### src/rtl/lcd_sequencer.sv
// Character-LCD write sequencer: buffers command/data bytes and plays each one
// onto the LCD bus with setup, enable-pulse, hold and post-write delay phases.
module lcd_sequencer #(
  parameter int SETUP_CYC       = 2,
  parameter int PULSE_CYC       = 12,
  parameter int HOLD_CYC        = 2,
  parameter int CMD_DELAY_CYC   = 2000,
  parameter int CLEAR_DELAY_CYC = 80000,
  parameter int FIFO_DEPTH      = 4
) (
  input  logic        i_clk,
  input  logic        i_reset,
  input  logic        i_req_vld,
  output logic        o_req_rdy,
  input  logic        i_req_rs,
  input  logic [7:0]  i_req_data,
  input  logic        i_lcd_on,
  output logic [31:0] o_io_lcd,
  output logic        o_busy,
  output logic        o_done
);

  // state  | meaning
  // IDLE   | waiting for a buffered byte
  // SETUP  | RS/DATA driven, EN low
  // PULSE  | EN high
  // HOLD   | EN low, RS/DATA still held
  // WAIT   | post-write delay for the LCD controller
  typedef enum logic [2:0] {
    ST_IDLE,
    ST_SETUP,
    ST_PULSE,
    ST_HOLD,
    ST_WAIT
  } state_t;

  localparam int MAX_A   = (SETUP_CYC > PULSE_CYC) ? SETUP_CYC : PULSE_CYC;
  localparam int MAX_B   = (HOLD_CYC > CMD_DELAY_CYC) ? HOLD_CYC : CMD_DELAY_CYC;
  localparam int MAX_C   = (MAX_A > MAX_B) ? MAX_A : MAX_B;
  localparam int MAX_DLY = (MAX_C > CLEAR_DELAY_CYC) ? MAX_C : CLEAR_DELAY_CYC;
  localparam int CNT_W   = $clog2(MAX_DLY + 1);
  localparam int AW      = $clog2(FIFO_DEPTH);

  localparam logic [CNT_W-1:0] SETUP_LD = CNT_W'(SETUP_CYC - 1);
  localparam logic [CNT_W-1:0] PULSE_LD = CNT_W'(PULSE_CYC - 1);
  localparam logic [CNT_W-1:0] HOLD_LD  = CNT_W'(HOLD_CYC - 1);
  localparam logic [CNT_W-1:0] CMD_LD   = CNT_W'(CMD_DELAY_CYC - 1);
  localparam logic [CNT_W-1:0] CLEAR_LD = CNT_W'(CLEAR_DELAY_CYC - 1);
  localparam logic [AW:0]      FULL_CNT = (AW+1)'(FIFO_DEPTH);

  logic [8:0]       mem [FIFO_DEPTH];
  logic [AW-1:0]    wr_ptr, rd_ptr;
  logic [AW:0]      count, count_nx;
  logic             rdy_q;
  logic             push, pop;
  logic [8:0]       head;

  state_t           state, state_nx;
  logic [CNT_W-1:0] cnt, cnt_nx;
  logic             en_q, en_nx;
  logic             rs_q, rs_nx;
  logic [7:0]       data_q, data_nx;
  logic             done_q, done_nx;
  logic             on_q;
  logic             is_clear;
  logic             cnt_zero;

  assign push     = i_req_vld && rdy_q;
  assign head     = mem[rd_ptr];
  assign cnt_zero = (cnt == '0);
  assign is_clear = !rs_q && ((data_q == 8'h01) || (data_q == 8'h02) || (data_q == 8'h03));

  always_comb begin
    count_nx = count;
    case ({push, pop})
      2'b10:   count_nx = count + (AW+1)'(1);
      2'b01:   count_nx = count - (AW+1)'(1);
      default: count_nx = count;
    endcase
  end

  // Storage needs no reset; occupancy alone defines what is valid.
  always_ff @(posedge i_clk) begin
    if (push) mem[wr_ptr] <= {i_req_rs, i_req_data};
  end

  always_ff @(posedge i_clk or negedge i_reset) begin
    if (!i_reset) begin
      wr_ptr <= '0;
      rd_ptr <= '0;
      count  <= '0;
      rdy_q  <= 1'b0;
    end else begin
      if (push) wr_ptr <= wr_ptr + AW'(1);
      if (pop)  rd_ptr <= rd_ptr + AW'(1);
      count <= count_nx;
      rdy_q <= (count_nx != FULL_CNT);
    end
  end

  always_comb begin
    state_nx = state;
    cnt_nx   = cnt;
    en_nx    = en_q;
    rs_nx    = rs_q;
    data_nx  = data_q;
    done_nx  = 1'b0;
    pop      = 1'b0;
    case (state)
      ST_IDLE: begin
        if (count != '0) begin
          pop      = 1'b1;
          rs_nx    = head[8];
          data_nx  = head[7:0];
          cnt_nx   = SETUP_LD;
          state_nx = ST_SETUP;
        end
      end
      ST_SETUP: begin
        if (cnt_zero) begin
          en_nx    = 1'b1;
          cnt_nx   = PULSE_LD;
          state_nx = ST_PULSE;
        end else begin
          cnt_nx = cnt - CNT_W'(1);
        end
      end
      ST_PULSE: begin
        if (cnt_zero) begin
          en_nx    = 1'b0;
          cnt_nx   = HOLD_LD;
          state_nx = ST_HOLD;
        end else begin
          cnt_nx = cnt - CNT_W'(1);
        end
      end
      ST_HOLD: begin
        if (cnt_zero) begin
          cnt_nx   = is_clear ? CLEAR_LD : CMD_LD;
          state_nx = ST_WAIT;
        end else begin
          cnt_nx = cnt - CNT_W'(1);
        end
      end
      ST_WAIT: begin
        if (cnt_zero) begin
          done_nx  = 1'b1;
          state_nx = ST_IDLE;
        end else begin
          cnt_nx = cnt - CNT_W'(1);
        end
      end
      default: state_nx = ST_IDLE;
    endcase
  end

  always_ff @(posedge i_clk or negedge i_reset) begin
    if (!i_reset) begin
      state  <= ST_IDLE;
      cnt    <= '0;
      en_q   <= 1'b0;
      rs_q   <= 1'b0;
      data_q <= '0;
      done_q <= 1'b0;
      on_q   <= 1'b0;
    end else begin
      state  <= state_nx;
      cnt    <= cnt_nx;
      en_q   <= en_nx;
      rs_q   <= rs_nx;
      data_q <= data_nx;
      done_q <= done_nx;
      on_q   <= i_lcd_on;
    end
  end

  assign o_io_lcd  = {on_q, 20'b0, en_q, rs_q, 1'b0, data_q};
  assign o_req_rdy = rdy_q;
  assign o_busy    = (count != '0) || (state != ST_IDLE);
  assign o_done    = done_q;

endmodule

### config.mk
export PLATFORM = sky130hd
export DESIGN_NAME = lcd_sequencer
export DESIGN_NICKNAME = d
export VERILOG_FILES = /design/src/rtl/lcd_sequencer.sv
export SDC_FILE = /design/constraint.sdc
export NUM_CORES = 1
export LEC_CHECK = 0
export ABC_CLOCK_PERIOD_IN_PS = 2700
export BUFFER_PORTS_ARGS = -buffer_cell sky130_fd_sc_hd__buf_2
export CAP_MARGIN = 10
export CORE_UTILIZATION = 52
export CTS_BUF_LIST = sky130_fd_sc_hd__clkbuf_4 sky130_fd_sc_hd__clkbuf_8 sky130_fd_sc_hd__clkbuf_16
export CTS_CLUSTER_SIZE = 20
export DETAILED_ROUTE_END_ITERATION = 6
export PLACE_DENSITY = 0.81
export SETUP_SLACK_MARGIN = 0.05
export SLEW_MARGIN = 20
export SYNTH_ARGS = -nofsm -noshare
export SYNTH_HDL_FRONTEND = slang
export SYNTH_SLANG_ARGS = --single-unit
### constraint.sdc
create_clock -name i_clk -period 2.7 [get_ports i_clk]
set_clock_uncertainty 0.1 [all_clocks]
set_input_delay 0.54 -clock i_clk [delete_from_list [all_inputs] [get_ports i_clk]]
set_output_delay 0.54 -clock i_clk [all_outputs]
set_load 0.02 [all_outputs]
==> results of run 1 <==
==> placed cells by master (no fill, tap or decap), types with 10 or more instances in the layout <==
| cell | n |
|---|---|
| dfrtp_1 | 40 |
| o21ai_0 | 21 |
| a21oi_1 | 11 |
| buf_2 | 26 |
| nand2_1 | 22 |
| mux2_2 | 10 |
| nor2_1 | 15 |
| inv_1 | 11 |
| edfxtp_1 | 36 |
| conb_1 | 21 |
| nor3_1 | 11 |
==> metrics by stage <==
step,cells,util [%]
5_1_grt,449,60.00
2_1_floorplan,336,-
3_5_place_dp,433,57.26
4_1_cts,449,59.91
3_3_place_gp,433,57.26
6_report,449,60.00
==> power by group through the flow <==
stage               Combinational [mW]  Sequential (mW)  Clock, mW
floorplan                        0.936             1.89          0
global placement                  1.17             1.95          0
detailed placement                1.20             1.97          0
CTS                               1.21             1.95      0.815
global route                      1.35             2.01      0.872
finish                            1.20             1.95      0.811
==> kinds of logic (layout without fill, tap and decap cells) <==
logic type | Yosys count | in the layout | share of synthesized area (%)
AOI/OAI and AO/OA | 68 | 68 | 11.51
xor gates and xnor gates | 9 | 9 | 2.084
adders and majority gates | 8 | 8 | 2.845
buffers and inverters | 45 | 62 | 7.079
DFF | 76 | 76 | 55.04
muxes | 19 | 19 | 8.336
other | 1 | 21 | 0.09914
and+or+nand+nor | 90 | 90 | 13.00
==> final cells by class <==
type / instances / area, µm²
Multi-Input combinational cell: 215 / 1520
Fill cell: 571 / 2763
Tap cell: 96 / 120.1
Clock buffer: 9 / 123.9
Inverter: 11 / 41.29
Clock inverter: 7 / 58.81
Timing Repair Buffer: 35 / 197.7
Sequential cell: 76 / 2082
==> metal layers <==
metal	part of all wire, %	up-vias	global-route usage, %
li1	-	1204	-
met1	43	1283	27.66
met2	50	76	35.58
met3	4.6	15	5.498
met4	1.8	0	6.855
met5	0	-	0
==> path summary, 6_finish.rpt <==
check                      startpoint         to  slack [ns]
max                          state[1]     o_busy        0.22
max in group asynchronous     i_reset  data_q[0]        1.73
max reg2reg                  state[1]    cnt[10]        0.31
min in group asynchronous     i_reset     cnt[0]        0.20
min                          i_lcd_on       on_q        0.19
min reg2reg                  count[2]   count[2]        0.41
==> registers in the layout (all words and copies together), names as in the netlist <==
name	count
mem	36
rd_ptr	2
count	3
o_done	1
cnt	17
on_q	1
o_req_rdy	1
data_q	8
wr_ptr	2
rs_q	1
state	3
en_q	1
==> timing repair <==
item / 4_1_cts / 5_1_grt
hold buffers: 0 / 0
gates resized for setup: 0 / 1
endpoints found under the setup margin: 0 / 4
setup buffers: 0 / 0
==> results.json, run 1 <==
{
  "run_status": "completed",
  "arrival_ns": 1.84,
  "power.total_mw": 3.966,
  "min_period_ns": 2.479,
  "fin_ws_ns": 0.2214,
  "die_y_um": 87.29,
  "power_switching_mw": 1.506,
  "viasPerCell": 5.742,
  "clock_sinks": 76,
  "synth.distinct_cells": 56,
  "ant_nets": 0,
  "vias": 2578,
  "grt_max_degree": 41,
  "avgRoutedWirePerCell_um": 16.10,
  "finalSetupViolations": 0,
  "p_int_mw": 2.460,
  "peakVddDrop_mv": 0.6119,
  "worstPathRequired_ns": 2.06,
  "clkTransAtPathRegs_ns": 0.10,
  "syn_inst": 316,
  "powerDensity_mw_per_mm2": 957.1,
  "drc": 0,
  "slew_viol_final": 0,
  "ff2ff_path_depth": 6,
  "gp_congestion": 0.8771,
  "total_leakage_power_nw": 1.629,
  "critPathBufInv": 1,
  "pin_count": 48,
  "cts_max_path_buffers": 2,
  "rsz0062_at_grt": "no",
  "core_area_mm2": 0.006907,
  "initial_core_util_pct": 54.76,
  "synth_area_mm2": 0.003782,
  "drt_iter0_markers": 208,
  "die_w_um": 87.29,
  "path_class": "register to output port",
  "overflow": 0,
  "placed_cell_area_mm2": 0.003955,
  "cts_root_buffer": "clkbuf_8",
  "synth_most_common_cell": "dfrtp_1",
  "async_reset_ff_share_pct": 52.63,
  "grtUsageTotal_pct": 21.45,
  "fmax_mhz": 403.5,
  "yosysWarnings": 0,
  "synth_largest_area_cell": "edfxtp_1",
  "hp-class": "input port to register",
  "synth_common_cells": "40 x dfrtp_1, 36 x edfxtp_1, 25 x buf_4",
  "area_growth_pct": 9.560,
  "syn_avg_cell_area_um2": 11.97,
  "seq_power_share_pct": 49.2,
  "cp-start-kind": "register",
  "slew-limit-headroom_pct": 40.42,
  "grt_pass1_wl_mm": 12.24,
  "hold_viol_final": 0,
  "portBuffers": 26,
  "synth-edff-count": 36,
  "dr.pass1.iters": 4,
  "pre_cts_slack_ns": 0.3140,
  "maxCapViolations": 0,
  "antenna_cells": 0,
  "num_rows": 30,
  "period_share_pct": 91.80,
  "synth-seq-area-share_pct": 55.04,
  "crit_path_max_fanout": 12,
  "cts_tree": "yes",
  "crit_slowest_cell": "dfrtp_1",
  "antenna_found_initial": 0,
  "grt_pass1_vias": 2578,
  "path_delay_family": "simple AND/OR/NAND/NOR gates",
  "switching_share_pct": 37.97,
  "hold_ws_ns": 0.1946,
  "cts_made_buffers": 9,
  "clkPwrFrac_pct": 20.4,
  "fin_area_mm2": 0.004144,
  "combPwrFrac_pct": 30.3,
  "tns_ns": 0,
  "cp.depth": 4,
  "tightestPinTransition_ns": 0.8936,
  "dp_hpwl_mm": 5.055,
  "layout.nets": 369,
  "hold_depth": 1,
  "synth_ff_type": "dfrtp_1",
  "drt_wl_total_mm": 7.230,
  "cpPeakStageDelay_ns": 0.54,
  "yosys-top-cells-area": "edfxtp_1 29%, dfrtp_1 26%, mux4_2 5.4%",
  "synth_top_area_share_pct": 28.58,
  "die_area_mm2": 0.007619,
  "endpoint_kind": "output port",
  "clk_latency_ns": 0.36,
  "synth_seq_cells": 76,
  "crit_chain": "nor2_1, nand2_1, or2_2, buf_2",
  "drive_above_1_share_pct": 22.95,
  "h-tree-depth": 3
}
(Power assumes the default switching activity.)
==> inputs of run 2 (changes only) <==
Settings changed: ABC_CLOCK_PERIOD_IN_PS 2700 to 2050.
Clock period 2.7 ns to 2.05 ns, I/O delays scaled along.
==> results.json, run 2 (synthesis gave the netlist of run 1 again) <==
{
  "run_status": "finished with violations",
  "violations": "hold timing, setup timing",
  "cts_root_buffer": "clkbuf_8",
  "dr.pass1.iters": 7,
  "layout.nets": 445,
  "top_register": "mem",
  "crit_slowest_cell": "or4_4",
  "cts_max_path_buffers": 2,
  "cts_made_buffers": 9,
  "grt_pass1_vias": 3076,
  "powerDensity_mw_per_mm2": 1283,
  "maxCapViolations": 0,
  "drive_above_1_share_pct": 46.62,
  "drt_wl_total_mm": 10.19,
  "fillers": 448,
  "die_w_um": 87.29,
  "tightestPinTransition_ns": 0.5453,
  "overflow": 0,
  "pin_count": 48,
  "initial_core_util_pct": 54.76,
  "finalSetupViolations": 17,
  "total_leakage_power_nw": 2.081,
  "cp.depth": 6,
  "grt_max_degree": 41,
  "h-tree-depth": 3,
  "portBuffers": 26,
  "peakVddDrop_mv": 0.8773,
  "gp_congestion": 0.9053,
  "crit_chain": "or4_4, nor3_4, nand2_2, and2_4, o32a_1, o21a_1",
  "slew-limit-headroom_pct": 63.65,
  "hold_ws_ns": -0.005337,
  "arrival_ns": 2.39,
  "clock_sinks": 76,
  "cp-start-kind": "register",
  "largest_reg_flops": 36,
  "placed_cell_area_mm2": 0.004432,
  "core_area_mm2": 0.006907,
  "slew_viol_final": 0,
  "fmax_mhz": 448.9,
  "viasPerCell": 5.990,
  "ant_nets": 0,
  "fin_ws_ns": -0.1774,
  "drt_iter0_markers": 271,
  "antenna_found_initial": 0,
  "num_rows": 30,
  "crit_path_max_fanout": 4,
  "clk_latency_ns": 0.37,
  "clkTransAtPathRegs_ns": 0.10,
  "r2r_slack_ns": -0.18,
  "layout_common_cells": "73 x buf_4, 39 x dfrtp_1, 36 x edfxtp_1",
  "ff2ff_path_depth": 6,
  "grtUsageTotal_pct": 26.80,
  "pre_cts_slack_ns": -0.1092,
  "layout_commonest_cell": "buf_4",
  "holdBufCountCts": 0,
  "endpoint_kind": "register",
  "dp_hpwl_mm": 6.351,
  "hp-class": "input port to asynchronous set/reset pin",
  "power.total_mw": 6.449,
  "area_growth_pct": 32.88,
  "die_area_mm2": 0.007619,
  "drc": 0,
  "cts_tree": "yes",
  "cpPeakStageDelay_ns": 0.56,
  "top_regs": "mem x36, cnt x17, data_q x8",
  "worstPathRequired_ns": 2.22,
  "path_delay_family": "simple AND/OR/NAND/NOR gates",
  "antenna_cells": 0,
  "critPathBufInv": 0,
  "path_class": "register to register",
  "die_y_um": 87.29,
  "fin_area_mm2": 0.005026,
  "vias": 3145,
  "rsz0062_at_grt": "yes",
  "avgRoutedWirePerCell_um": 19.40,
  "grt_pass1_wl_mm": 15.04,
  "hold_viol_final": 7,
  "period_share_pct": 108.7,
  "min_period_ns": 2.227
}
-- run 2: cell count changes in the layout (fill, tap and decap cells not counted), sizes merged --
cell | before | now
buf | 35 | 111
clkinvlp | 4 | 0
inv | 14 | 18
-- run 2: worst paths after layout --
check,start,endpoint
worst max register to register,cnt[8],cnt[12]
worst min register to register,data_q[5],data_q[5]
min in group i_clk,i_lcd_on,on_q
worst max-delay path,cnt[8],cnt[12]
max in group asynchronous,i_reset,state[0]
worst min-delay path,i_reset,data_q[2]
-- run 2: what timing repair did --
action	in CTS	in global routing
endpoints found under the setup margin	20	24
hold endpoints to repair	0	0
buffers inserted	11	8
pin swaps	18	17
resized for setup	34	40
-- run 2: per-layer routing --
layer | share of wire, % | wire length [µm] | up-vias | track usage (%)
li1 | - | - | 1360 | -
met1 | 38 | 3888 | 1527 | 32.83
met2 | 49 | 5020 | 203 | 44.82
met3 | 8.1 | 827 | 55 | 6.256
met4 | 4.4 | 449 | 0 | 12.82
met5 | 0 | 0 | - | 0
-- run 2: area by class of cell --
class                      instances  area, µm²  share of cell area, %
inverter                          11      41.29                 0.8215
timing repair buffer             111      819.5                  16.31
sequential                        76       2083                  41.45
clock buffer                       9      123.9                  2.465
clock inverter                     7      71.32                  1.419
multi-input combinational        215       1767                  35.15
tap                               96      120.1                  2.390
-- run 2: power breakdown --
| part | internal, mW | switching, mW | total [mW] |
|---|---|---|---|
| clock | 0.487 | 0.682 | 1.17 |
| sequential | 2.07 | 0.371 | 2.44 |
| combinational | 1.38 | 1.46 | 2.84 |
| total | 3.94 | 2.51 | 6.45 |
-- run 2: worst register-to-register path, stage by stage (launching register included) --
cell     delay [ns]
dfrtp_1        0.40
or4_4          0.56
nor3_4         0.22
nand2_2        0.16
and2_4         0.18
o32a_1         0.33
o21a_1         0.18
-- run 2: through the flow --
step	instances	setup TNS, ns	hold WS (ns)	utilization [%]
after global routing	525	-2.630	0.04278	72.77
after floorplan	336	-0.3825	0.01441	-
after CTS	518	-0.5431	0.02060	69.76
final	525	-1.381	-0.005337	72.77
after global placement	491	-0.1729	0.3962	64.17
after detailed placement	491	-0.5728	0.4104	64.17
==> inputs of run 3 (changes only) <==
Settings changed: CORE_UTILIZATION 52 to 25, MAX_ROUTING_LAYER from default to met4, PLACE_DENSITY 0.81 to 0.47.
==> results.json, run 3 (synthesis gave the netlist of run 1 again) <==
{
  "layout.nets": 458,
  "r2r_start": "state[0]",
  "period_share_pct": 107.9,
  "drc": 12,
  "fillers": 1436,
  "layout_commonest_cell": "buf_4",
  "layout_common_cells": "81 x buf_4, 39 x dfrtp_1, 36 x edfxtp_1",
  "grtUsageTotal_pct": 13.23,
  "rsz0062_at_grt": "yes",
  "violations": "DRC, setup timing",
  "dr.pass1.iters": 6,
  "finalSetupViolations": 17,
  "drt_wl_total_mm": 9.693,
  "cp-start-kind": "register",
  "slew-limit-headroom_pct": 62.77,
  "r2r_slack_ns": -0.16,
  "drive_above_1_share_pct": 49.55,
  "antenna_found_initial": 0,
  "endpoint": "cnt[10]",
  "fin_ws_ns": -0.1618,
  "top_register": "mem",
  "critPathLaunch": "state[0]",
  "grt_pass1_vias": 2992,
  "cts_max_path_buffers": 2,
  "initial_core_util_pct": 25.83,
  "ff2ff_path_depth": 6,
  "arrival_ns": 2.31,
  "crit_chain": "or3b_1, a41oi_2, nor3_1, or4_1, nand3_1, o311ai_1",
  "die_y_um": 125,
  "cts_root_buffer": "clkbuf_16",
  "grt_pass1_wl_mm": 15.46,
  "core_area_mm2": 0.01464,
  "powerDensity_mw_per_mm2": 1269,
  "min_period_ns": 2.212,
  "crit_slowest_cell": "or4_1",
  "dp_hpwl_mm": 6.787,
  "drt_iter0_markers": 124,
  "viasPerCell": 4.709,
  "area_growth_pct": 43.40,
  "clk_latency_ns": 0.35,
  "die_area_mm2": 0.01563,
  "vias": 2948,
  "clkTransAtPathRegs_ns": 0.07,
  "avgRoutedWirePerCell_um": 15.48,
  "num_rows": 44,
  "portBuffers": 26,
  "path_class": "register to register",
  "total_leakage_power_nw": 2.205,
  "cts_made_buffers": 9,
  "peakVddDrop_mv": 0.4896,
  "pin_count": 48,
  "grt_max_degree": 20,
  "overflow": 0,
  "endpoint_kind": "register",
  "gp_congestion": 0.8851,
  "slew_viol_final": 0,
  "hp-class": "input port to register",
  "maxCapViolations": 0,
  "crit_path_max_fanout": 4,
  "cts_tree": "yes",
  "largest_reg_flops": 36,
  "h-tree-depth": 3,
  "tns_ns": -1.159,
  "fmax_mhz": 452.1,
  "hold_viol_final": 0,
  "antenna_cells": 0,
  "worstPathRequired_ns": 2.15,
  "top_regs": "mem x36, cnt x17, data_q x8",
  "run_status": "finished with violations",
  "cpPeakStageDelay_ns": 0.48,
  "clock_sinks": 76,
  "ant_nets": 0,
  "hold_ws_ns": 0.07314,
  "die_w_um": 125,
  "tightestPinTransition_ns": 0.5560,
  "reg2reg_to": "cnt[10]"
}
[run 3: layout make-up]
| class | count | area [µm²] | area share [%] |
|---|---|---|---|
| clock buffers | 9 | 225.2 | 4.152 |
| clock inverters | 7 | 71.32 | 1.315 |
| inverters | 11 | 41.29 | 0.7612 |
| multi-input cells | 215 | 1844 | 34.00 |
| flip-flops and latches | 76 | 2083 | 38.41 |
| well taps | 184 | 230.2 | 4.245 |
| repair buffers | 124 | 928.4 | 17.12 |
[run 3: layer usage]
metal	GRT usage [%]	up-vias	share of wire, %
met2	21.92	81	50
met3	3.081	15	3.7
li1	-	1385	-
met4	4.735	0	1.9
met5	-	-	0
met1	15.71	1467	45
[run 3: metrics by stage]
stage                     worst slack, ns  power [mW]  std cells  area (µm²)  util (%)
after floorplan                   -0.2171       3.781        336        3928         -
after global placement            -0.1447       4.765        589        4617     31.53
after detailed placement          -0.1626       4.802        589        4617     31.53
after CTS                         -0.1410       6.687        618        5155     35.20
after global routing              -0.2668       7.290        626        5424     37.04
final                             -0.1618       6.881        626        5424     37.04
[run 3: critical path: cells and delay by family, from the launching register on]
family / cells / cell delay [ns]
AND/OR/NAND/NOR: 4 / 1.15
flip-flops: 1 / 0.44
AO/OA/AOI/OAI: 2 / 0.38
[run 3: worst min path at each step]
stage | start | end | slack, ns | cells after the start
floorplan | i_reset | cnt[0] | 0.01 | 0
global placement | i_reset | cnt[1] | 0.31 | 1
detailed placement | i_reset | cnt[1] | 0.31 | 1
CTS | i_lcd_on | on_q | 0.06 | 1
global route | i_lcd_on | on_q | 0.06 | 1
finish | i_lcd_on | on_q | 0.07 | 1
[run 3: report_power, final]
group / internal (mW) / switching (mW)
combinational: 1.41 / 1.43
sequential: 2.07 / 0.362
clock: 0.868 / 0.740
total: 4.35 / 2.53
[run 3: timing repair]
| item | CTS | global route |
|---|---|---|
| hold buffers | 1 | 0 |
| pin swaps | 18 | 19 |
| buffers inserted | 12 | 9 |
| endpoints found under the hold margin | 17 | 0 |
| resized for setup | 39 | 50 |
| setup endpoints to repair | 20 | 24 |
